**config.mk**
```make
export PLATFORM = sky130hd
export DESIGN_NAME = burst_ctrl_flat
export DESIGN_NICKNAME = d
export VERILOG_FILES = /design/src/rtl/burst_ctrl_if.sv /design/src/rtl/burst_ctrl.sv /design/src/flat_wrapper.sv
export SDC_FILE = /design/constraint.sdc
export NUM_CORES = 1
export LEC_CHECK = 0
export CORE_ASPECT_RATIO = 1.25
export CORE_MARGIN = 2
export CORE_UTILIZATION = 45
export CTS_CLUSTER_SIZE = 28
export DETAILED_ROUTE_END_ITERATION = 16
export GPL_TIMING_DRIVEN = 0
export PLACE_DENSITY = 0.65
export SYNTH_ARGS = -nofsm -noshare
export SYNTH_HDL_FRONTEND = slang
export SYNTH_SLANG_ARGS = --single-unit
```
**constraint.sdc**
```tcl
create_clock -name clk -period 4.5 [get_ports clk]
set_clock_uncertainty 0.2 [all_clocks]
set_input_delay 0.9 -clock clk [delete_from_list [all_inputs] [get_ports clk]]
set_output_delay 0.9 -clock clk [all_outputs]
set_load 0.005 [all_outputs]
```
**src/rtl/burst_ctrl_if.sv**
```systemverilog
// Signal bundle between the front end, the frequency generator and burst_ctrl.
// The master side drives the request fields and gen_out; burst_ctrl is the slave.
interface burst_ctrl_if #(
    parameter int PARAM_W = 8,
    parameter int ON_W    = 8,
    parameter int OFF_W   = 16
);
    logic               start;
    logic [ON_W-1:0]    on_cycles;
    logic [OFF_W-1:0]   off_time;
    logic [PARAM_W-1:0] freq_param;
    logic               gen_out;
    logic               gen_en;
    logic [PARAM_W-1:0] gen_inp;
    logic               drive;
    logic               busy;
    logic               burst_done;
    logic               fault;

    modport master (
        output start, on_cycles, off_time, freq_param, gen_out,
        input  gen_en, gen_inp, drive, busy, burst_done, fault
    );

    modport slave (
        input  start, on_cycles, off_time, freq_param, gen_out,
        output gen_en, gen_inp, drive, busy, burst_done, fault
    );
endinterface

```
**src/rtl/burst_ctrl.sv**
```systemverilog
// Burst sequencer: loads the generator, syncs to its first rise and gates N half-cycles,
// then holds an off-time. Define BURST_SWEEP_EN to step gen_inp up on every in-burst rise.
module burst_ctrl #(
    parameter int PARAM_W  = 8,
    parameter int ON_W     = 8,
    parameter int OFF_W    = 16,
    parameter int PRESC    = 100,
    parameter int SYNC_TMO = 1024
) (
    input  logic        clk,
    input  logic        rst,
    burst_ctrl_if.slave bus
);
    localparam int PRESC_W = (PRESC > 1) ? $clog2(PRESC) : 1;
    localparam int TMO_W   = (SYNC_TMO > 1) ? $clog2(SYNC_TMO) : 1;

    typedef enum logic [1:0] {IDLE, SYNC, BURST, OFF} state_t;

    state_t             state_q, state_d;
    logic               gen_q, gen_d;
    logic [ON_W-1:0]    on_lat_q, on_lat_d;
    logic [ON_W-1:0]    edge_cnt_q, edge_cnt_d;
    logic [OFF_W-1:0]   off_lat_q, off_lat_d;
    logic [OFF_W-1:0]   off_cnt_q, off_cnt_d;
    logic [PRESC_W-1:0] presc_q, presc_d;
    logic [TMO_W-1:0]   tmo_q, tmo_d;
    logic [PARAM_W-1:0] gen_inp_q, gen_inp_d;
    logic               gen_en_q, gen_en_d;
    logic               drive_q, drive_d;
    logic               busy_q, busy_d;
    logic               burst_done_q, burst_done_d;
    logic               fault_q, fault_d;

    logic gen_rise, gen_edge, load_ok, off_done, do_load;

    assign gen_rise = bus.gen_out & ~gen_q;
    assign gen_edge = bus.gen_out ^ gen_q;
    assign load_ok  = bus.start && (bus.on_cycles != '0);
    assign off_done = (off_lat_q == '0) ||
                      ((off_cnt_q == off_lat_q - OFF_W'(1)) && (presc_q == PRESC_W'(PRESC - 1)));

    always_comb begin
        state_d      = state_q;
        gen_d        = bus.gen_out;
        on_lat_d     = on_lat_q;
        edge_cnt_d   = edge_cnt_q;
        off_lat_d    = off_lat_q;
        off_cnt_d    = off_cnt_q;
        presc_d      = presc_q;
        tmo_d        = tmo_q;
        gen_inp_d    = gen_inp_q;
        gen_en_d     = 1'b0;
        drive_d      = 1'b0;
        burst_done_d = 1'b0;
        fault_d      = 1'b0;
        do_load      = 1'b0;

        case (state_q)
            IDLE: do_load = load_ok;
            SYNC: begin
                if (gen_rise) begin
                    state_d    = BURST;
                    edge_cnt_d = '0;
                    drive_d    = 1'b1;
                end else if (tmo_q == TMO_W'(SYNC_TMO - 1)) begin
                    fault_d = 1'b1;
                    state_d = IDLE;
                end else begin
                    tmo_d = tmo_q + TMO_W'(1);
                end
            end
            BURST: begin
                drive_d = bus.gen_out;
`ifdef BURST_SWEEP_EN
                // The syncing rise was consumed in SYNC, so every rise seen here is a later one.
                if (gen_rise) begin
                    gen_en_d = 1'b1;
                    if (gen_inp_q != '1)
                        gen_inp_d = gen_inp_q + PARAM_W'(1);
                end
`endif
                if (gen_edge) begin
                    if (edge_cnt_q == on_lat_q - ON_W'(1)) begin
                        drive_d      = 1'b0;
                        burst_done_d = 1'b1;
                        off_lat_d    = bus.off_time;
                        off_cnt_d    = '0;
                        presc_d      = '0;
                        state_d      = OFF;
                    end else begin
                        edge_cnt_d = edge_cnt_q + ON_W'(1);
                    end
                end
            end
            OFF: begin
                if (off_done) begin
                    if (load_ok)
                        do_load = 1'b1;
                    else
                        state_d = IDLE;
                end else if (presc_q == PRESC_W'(PRESC - 1)) begin
                    presc_d   = '0;
                    off_cnt_d = off_cnt_q + OFF_W'(1);
                end else begin
                    presc_d = presc_q + PRESC_W'(1);
                end
            end
            default: state_d = IDLE;
        endcase

        // Shared by IDLE and OFF exit so a repeating burst reloads the generator identically.
        if (do_load) begin
            on_lat_d  = bus.on_cycles;
            gen_inp_d = bus.freq_param;
            gen_en_d  = 1'b1;
            tmo_d     = '0;
            state_d   = SYNC;
        end

        busy_d = (state_d != IDLE);
    end

    always_ff @(posedge clk) begin
        if (rst) begin
            state_q      <= IDLE;
            gen_q        <= 1'b0;
            on_lat_q     <= '0;
            edge_cnt_q   <= '0;
            off_lat_q    <= '0;
            off_cnt_q    <= '0;
            presc_q      <= '0;
            tmo_q        <= '0;
            gen_inp_q    <= '0;
            gen_en_q     <= 1'b0;
            drive_q      <= 1'b0;
            busy_q       <= 1'b0;
            burst_done_q <= 1'b0;
            fault_q      <= 1'b0;
        end else begin
            state_q      <= state_d;
            gen_q        <= gen_d;
            on_lat_q     <= on_lat_d;
            edge_cnt_q   <= edge_cnt_d;
            off_lat_q    <= off_lat_d;
            off_cnt_q    <= off_cnt_d;
            presc_q      <= presc_d;
            tmo_q        <= tmo_d;
            gen_inp_q    <= gen_inp_d;
            gen_en_q     <= gen_en_d;
            drive_q      <= drive_d;
            busy_q       <= busy_d;
            burst_done_q <= burst_done_d;
            fault_q      <= fault_d;
        end
    end

    assign bus.gen_en     = gen_en_q;
    assign bus.gen_inp    = gen_inp_q;
    assign bus.drive      = drive_q;
    assign bus.busy       = busy_q;
    assign bus.burst_done = burst_done_q;
    assign bus.fault      = fault_q;
endmodule

```
**src/flat_wrapper.sv**
```systemverilog
// flat-port wrapper written by rule: the top's interface ports become plain ports
module burst_ctrl_flat 
#(
    parameter int PARAM_W  = 8,
    parameter int ON_W     = 8,
    parameter int OFF_W    = 16,
    parameter int PRESC    = 100,
    parameter int SYNC_TMO = 1024
)
  (clk, rst, bus_start, bus_on_cycles, bus_off_time, bus_freq_param, bus_gen_out, bus_gen_en, bus_gen_inp, bus_drive, bus_busy, bus_burst_done, bus_fault);
  burst_ctrl_if #(.PARAM_W(PARAM_W), .ON_W(ON_W), .OFF_W(OFF_W)) bus_i ();
  input  logic clk;
  input  logic rst;
  input wire logic [$bits(bus_i.start)-1:0] bus_start;
  input wire logic [$bits(bus_i.on_cycles)-1:0] bus_on_cycles;
  input wire logic [$bits(bus_i.off_time)-1:0] bus_off_time;
  input wire logic [$bits(bus_i.freq_param)-1:0] bus_freq_param;
  input wire logic [$bits(bus_i.gen_out)-1:0] bus_gen_out;
  output wire logic [$bits(bus_i.gen_en)-1:0] bus_gen_en;
  output wire logic [$bits(bus_i.gen_inp)-1:0] bus_gen_inp;
  output wire logic [$bits(bus_i.drive)-1:0] bus_drive;
  output wire logic [$bits(bus_i.busy)-1:0] bus_busy;
  output wire logic [$bits(bus_i.burst_done)-1:0] bus_burst_done;
  output wire logic [$bits(bus_i.fault)-1:0] bus_fault;
  assign bus_i.start = bus_start;
  assign bus_i.on_cycles = bus_on_cycles;
  assign bus_i.off_time = bus_off_time;
  assign bus_i.freq_param = bus_freq_param;
  assign bus_i.gen_out = bus_gen_out;
  assign bus_gen_en = bus_i.gen_en;
  assign bus_gen_inp = bus_i.gen_inp;
  assign bus_drive = bus_i.drive;
  assign bus_busy = bus_i.busy;
  assign bus_burst_done = bus_i.burst_done;
  assign bus_fault = bus_i.fault;
  burst_ctrl #(.PARAM_W(PARAM_W), .ON_W(ON_W), .OFF_W(OFF_W), .PRESC(PRESC), .SYNC_TMO(SYNC_TMO)) u_core (.clk(clk), .rst(rst), .bus(bus_i));
endmodule
```
Yosys cells after proc, flatten, opt, wreduce, memory -nomap -nowiden
Cells that the tools add are included.
W data, S select, Z words.
{"block": "word_totals", "register_bits": 81, "out_inout_bits": 13, "word_cells": 90}
{"block": "op_classes", "addsub": 6, "eq_ne": 13, "mux": 32, "bitwise": 8, "n_reduce_logical": 17}
{"operator": "$mux W16", "count": 4}
{"operator": "$pmux W16 S2", "count": 1}
{"operator": "$mux W7", "count": 4}
{"operator": "$mux W8", "count": 3}
{"operator": "$add A16 B1 Y16 const B", "count": 1}
{"operator": "$eq A16 B16 Y1", "count": 1}
{"operator": "$logic_not A16 Y1", "count": 1}
{"operator": "$pmux W8 S2", "count": 1}
{"operator": "$sub A16 B1 Y16 const B", "count": 1}
{"operator": "$mux W2", "count": 7}
{"operator": "$pmux W7 S2", "count": 1}
{"operator": "$add A10 B1 Y10 const B", "count": 1}
{"operator": "$eq A10 B10 Y1 const B", "count": 1}
{"operator": "$add A8 B1 Y8 const B", "count": 1}
{"operator": "$eq A8 B8 Y1", "count": 1}
{"operator": "$mux W1", "count": 8}
{"operator": "$ne A2 B1 Y1 const B", "count": 4}
{"operator": "$reduce_and A4 Y1", "count": 2}
{"operator": "$reduce_bool A8 Y1", "count": 1}
{"operator": "$sub A8 B1 Y8 const B", "count": 1}
{"operator": "$add A7 B1 Y7 const B", "count": 1}
{"operator": "$eq A7 B7 Y1 const B", "count": 1}
{"operator": "$not A1 Y1", "count": 6}
{"operator": "$pmux W2 S3", "count": 1}
{"operator": "14 further kinds", "count": 22}

Longest topological paths before layout
{"block": "logic_depth", "ltp_word": 8, "ltp_mapped": 13, "depth_no_buf": 10}

Worst setup path before layout
OpenSTA, ideal clock, no wires.
{"block": "synth_timing", "path_type": "register to register", "start": "register u_core.off_lat_q[2]", "end": "register u_core.gen_inp_q[6] (netlist: u_core.bus.gen_inp[6])", "setup_ns": 0.128, "t_arrival_ns": 3.190, "t_required_ns": 4.172, "slack_ns": 0.983, "stages_incl_launch_ff": 11, "path_buffers": 2, "cell_sequence": "dfxtp_1 or4_4 or4_1 o211a_1 or4_4 or4_4 o211ai_2 buf_6 buf_12 mux2i_1 nor2_1"}
{"block": "synth_via", "elab_chain_len": 6}
{"item": "from (decl)", "line": "burst_ctrl.sv:23", "source": "logic [OFF_W-1:0] off_lat_q, off_lat_d;"}
{"item": "from (signal assigned)", "line": "burst_ctrl.sv:144", "source": "off_lat_q <= off_lat_d;"}
{"item": "$sub A16 B1 Y16", "line": "burst_ctrl.sv:40", "source": "((off_cnt_q == off_lat_q - OFF_W'(1)) && (presc_q == PRESC_W'(PRESC - 1)));"}
{"item": "$eq A16 B16 Y1", "line": "burst_ctrl.sv:40"}
{"item": "$logic_and A1 B1 Y1", "line": "burst_ctrl.sv:40"}
{"item": "$logic_or A1 B1 Y1 *", "line": "burst_ctrl.sv:39", "source": "assign off_done = (off_lat_q == '0) ||"}
{"item": "$mux W1 *", "line": "burst_ctrl.sv:96", "source": "if (off_done) begin"}
{"item": "$pmux W1 S2 *", "line": "burst_ctrl.sv:58", "source": "case (state_q)"}
{"item": "to (signal assigned)", "line": "burst_ctrl.sv:148", "source": "gen_inp_q <= gen_inp_d;"}
{"item": "to (decl)", "line": "burst_ctrl.sv:27", "source": "logic [PARAM_W-1:0] gen_inp_q, gen_inp_d;"}
Every way passes the cells marked *; elsewhere a longest branch is shown, timed or not.
A chain may end at the register's enable or synchronous reset.

Final worst setup path
{"block": "layout_timing", "start": "register u_core.on_lat_q[0]", "end": "register u_core.off_cnt_q[7]"}
{"block": "layout_via", "elab_chain_len": 4}
{"item": "from (decl)", "line": "burst_ctrl.sv:21", "source": "logic [ON_W-1:0] on_lat_q, on_lat_d;"}
{"item": "from (signal assigned)", "line": "burst_ctrl.sv:142", "source": "on_lat_q <= on_lat_d;"}
{"item": "$sub A8 B1 Y8", "line": "burst_ctrl.sv:83", "source": "if (edge_cnt_q == on_lat_q - ON_W'(1)) begin"}
{"item": "$eq A8 B8 Y1", "line": "burst_ctrl.sv:83"}
{"item": "$ne A2 B1 Y1 (no line)"}
{"item": "$reduce_and A5 Y1 (no line)"}
{"item": "to (signal assigned)", "line": "burst_ctrl.sv:145", "source": "off_cnt_q <= off_cnt_d;"}
{"item": "to (decl)", "line": "burst_ctrl.sv:24", "source": "logic [OFF_W-1:0] off_cnt_q, off_cnt_d;"}
Every way passes these cells.

==> summary.txt <==
Post-synth EDFFs -> 0
Most frequent cells in the layout -> 81 x dfxtp_1, 64 x nor2_1, 48 x clkdlybuf4s50_1, 40 x mux2i_1, 35 x nor3_1
Worst-path cell chain -> inv_1, ha_1, xnor2_1, o2bb2ai_1, a2111oi_0, o21ai_0, o32a_1, nor4_1, or4b_2, nand2_1
Worst skew pair latency -> 0.34 ns
Crit path capture type -> flop
Pint -> 1280 uW
Status -> finished, final reports clean
Global route overflow -> 0
Rel. slew slack -> 45.4%
Reg2reg start -> u_core.on_lat_q[0]
RSZ-0062 raised after global routing -> false
Slowest-stage cell, CP -> a2111oi_0
Seq/Total Area, Yosys -> 35.1%
H-tree Lvls -> 3
Via/cell ratio -> 5.65
Layout area overhead -> 20.6%
Core area -> 10100 sq um
# diodes -> 0
Power density cells -> 308 nW/um^2
Psw -> 436 uW
R2R setup slack -> 0.28 ns
Syn nets -> 589
Least-Margin Pin Slew -> 0.798 ns
CP startpoint kind -> flop
DR vias -> 4147
Final Max Tran Viols -> 0
Largest net degree at the start of global routing -> 17
Fraction of layout cells with a size suffix above 1 -> 6.12%
Initial antenna violation count -> 0
PostCTS Resize Cnt -> 0
DIE HEIGHT -> 117 um
Sequential Power Share -> 43.7%
CTS tree -> done
Number of CTS-inserted buffers -> 9
Die area -> 11100 sq um
CTS Hold Buffers Added -> 0
Max_cap viols -> 0
Gate Count Post-Synth -> 541
Library cells used by synthesis -> 61
Total GRT Usage -> 20.3%
Peak supply drop -> 0.190 mV
Dpl hpwl -> 8140 um
Worst Reg-to-Reg Cells -> 10
Total Wirelength -> 10900 um
CP Buf/Inv Count -> 1
Kind of critical path -> flop to flop
Routed Antenna Nets -> 0
Cell Area, Synth -> 4620 sq um
Hold endpoint -> u_core.bus.gen_inp[4]
Dominant synthesized flop cell -> dfxtp_1
Combinational group share of total power -> 12.0%
Final setup violation count -> 0
Final min period -> 4.22 ns
CP peak stage delay -> 0.74 ns
Setup TNS -> 0 ns
Min-delay worst type -> flop to flop
Top Ports -> 49
Commonest non-fill, non-tap cell in the layout -> dfxtp_1
Asr flop ratio synth -> 0%
Post-CTS setup buffers -> 0
Crit path max-delay family -> compound AO/OA/AOI/OAI gates
HP Start -> u_core.bus.gen_inp[4]
Initial DRT Pass Iterations -> 4
Clk slew on worst S/H paths -> 0.06 ns
Final hold vios -> 0
Vias in the first global route -> 4083
Final core utilization -> 55.4%
LEAKAGE -> 0.00199 uW
Fin crit share -> 93.8%
WHS Path Cells -> 2
Peak Freq -> 0.237 GHz
DRT iter0 DRCs -> 132
Chip width -> 94.7 um
I/O Buffers -> 48
Warnings, synthesis -> 0
Worst r2r dst -> u_core.off_cnt_q[7]
DRC -> 0
GPL Wtd Cong -> 0.898
Yosys reg bits -> 81
Routed WL per cell -> 14.9 um
Critical Path AT -> 4.30 ns
CP max FO -> 6
Num rows -> 41
Switching share of power -> 25.4%
Num Clock Sinks -> 81
Clk pwr share -> 44.3%
Synthesized area per cell -> 8.55 sq um
First-pass GRT wire length -> 18100 um
Maximum clock insertion buffer count -> 2
CP required -> 4.58 ns
Clock root buffer -> clkbuf_16
Initial core utilization -> 46.0%
Post-layout nets -> 648
==> area by class of cell <==
| cell class | instances | area [sq um] |
|---|---|---|
| Buffer | 25 | 124 |
| Inverter | 20 | 75.1 |
| Timing Repair Buffer | 48 | 480 |
| Clock inverter | 7 | 83.8 |
| Clock buffer | 9 | 225 |
| Sequential cell | 81 | 1620 |
| Multi-Input combinational cell | 415 | 2800 |
| Fill cell | 958 | 4480 |
| Tap cell | 129 | 161 |
==> sequential cells by signal (all words and copies together), names as in the netlist, 2 cells and up <==
name / cells
u_core.edge_cnt_q: 8
u_core.tmo_q: 10
u_core.on_lat_q: 8
u_core.off_cnt_q: 16
u_core.off_lat_q: 16
u_core.state_q: 2
u_core.bus.gen_inp: 8
u_core.presc_q: 7
==> metal layers <==
| layer | global-route usage [%] | routed length (um) |
|---|---|---|
| met1 | 22.2 | 4550 |
| met5 | 0 | 0 |
| met4 | 10.1 | 345 |
| met3 | 4.37 | 490 |
| met2 | 35.9 | 5530 |
==> power by group through the flow <==
stage                     Sequential [uW]  Clock (uW)  Combinational [uW]
after CTS                             750         781                 208
after global placement                765           0                 203
after global routing                  752         807                 228
final                                 750         761                 206
after floorplan                       764           0                 128
after detailed placement              767           0                 207
==> metrics by stage <==
stage	total power, uW	setup slack [ns]	hold slack (ns)	cells	instance area (sq um)
2_1_floorplan	892	0.983	0.261	541	4620
3_3_place_gp	968	0.433	0.272	718	5270
3_5_place_dp	974	0.343	0.284	718	5270
4_1_cts	1740	0.311	0.301	734	5570
5_1_grt	1790	0.0466	0.322	734	5570
6_report	1720	0.280	0.296	734	5570
==> cell usage after synthesis (3+ instances only) <==
master	number	area, sq um
or2_2	3	18.8
mux2i_1	40	400
or4_4	3	33.8
a31oi_1	3	18.8
clkbuf_1	18	67.6
nor4b_1	6	52.6
o32ai_1	3	26.3
inv_1	20	75.1
nor2b_1	9	56.3
nor2_1	64	240
a21o_1	3	22.5
o21a_1	5	37.5
o21ai_0	10	50.1
xor2_1	19	166
nand2b_1	10	62.6
or4_1	8	60.1
a2111oi_0	4	35.0
and3_1	10	62.6
mux2_2	3	33.8
nand4_1	14	87.6
a211oi_1	3	22.5
or3_1	6	37.5
nand2_1	31	116
nor4_1	10	62.6
o211a_1	3	30.0
nand3_1	20	100
a21oi_1	17	85.1
xnor2_1	29	254
dfxtp_1	81	1620
ha_1	12	150
nor3_1	35	175
==> how the worst max path moves through the flow <==
stage,slack (ns),cells past startpoint,to,startpoint
6_report,0.28,10,u_core.off_cnt_q[7],u_core.on_lat_q[0]
2_1_floorplan,0.98,10,u_core.bus.gen_inp[6],u_core.off_lat_q[2]
3_5_place_dp,0.34,10,u_core.off_cnt_q[7],u_core.on_lat_q[0]
4_1_cts,0.31,10,u_core.off_cnt_q[7],u_core.on_lat_q[0]
5_1_grt,0.05,10,u_core.off_cnt_q[7],u_core.on_lat_q[0]
3_3_place_gp,0.43,10,u_core.off_cnt_q[7],u_core.on_lat_q[0]
==> kinds of logic after synthesis <==
logic type                 after synthesis  share of synthesized area, %
muxes                                   43                          9.39
AOI/OAI and AO/OA                       68                          10.4
and+or+nand+nor                        243                          28.0
xor gates and xnor gates                49                          9.58
buffers and inverters                   45                          4.30
adders and majority gates               12                          3.25
DFF                                     81                          35.1
==> worst register-to-register path, stage by stage (launching register included) <==
cell and delay [ns]:
dfxtp_1 0.45, inv_1 0.07, ha_1 0.27, xnor2_1 0.15, o2bb2ai_1 0.11, a2111oi_0 0.74, o21ai_0 0.32, o32a_1 0.47
nor4_1 0.66, or4b_2 0.63, nand2_1 0.09
Power figures use the tool's default switching activity.
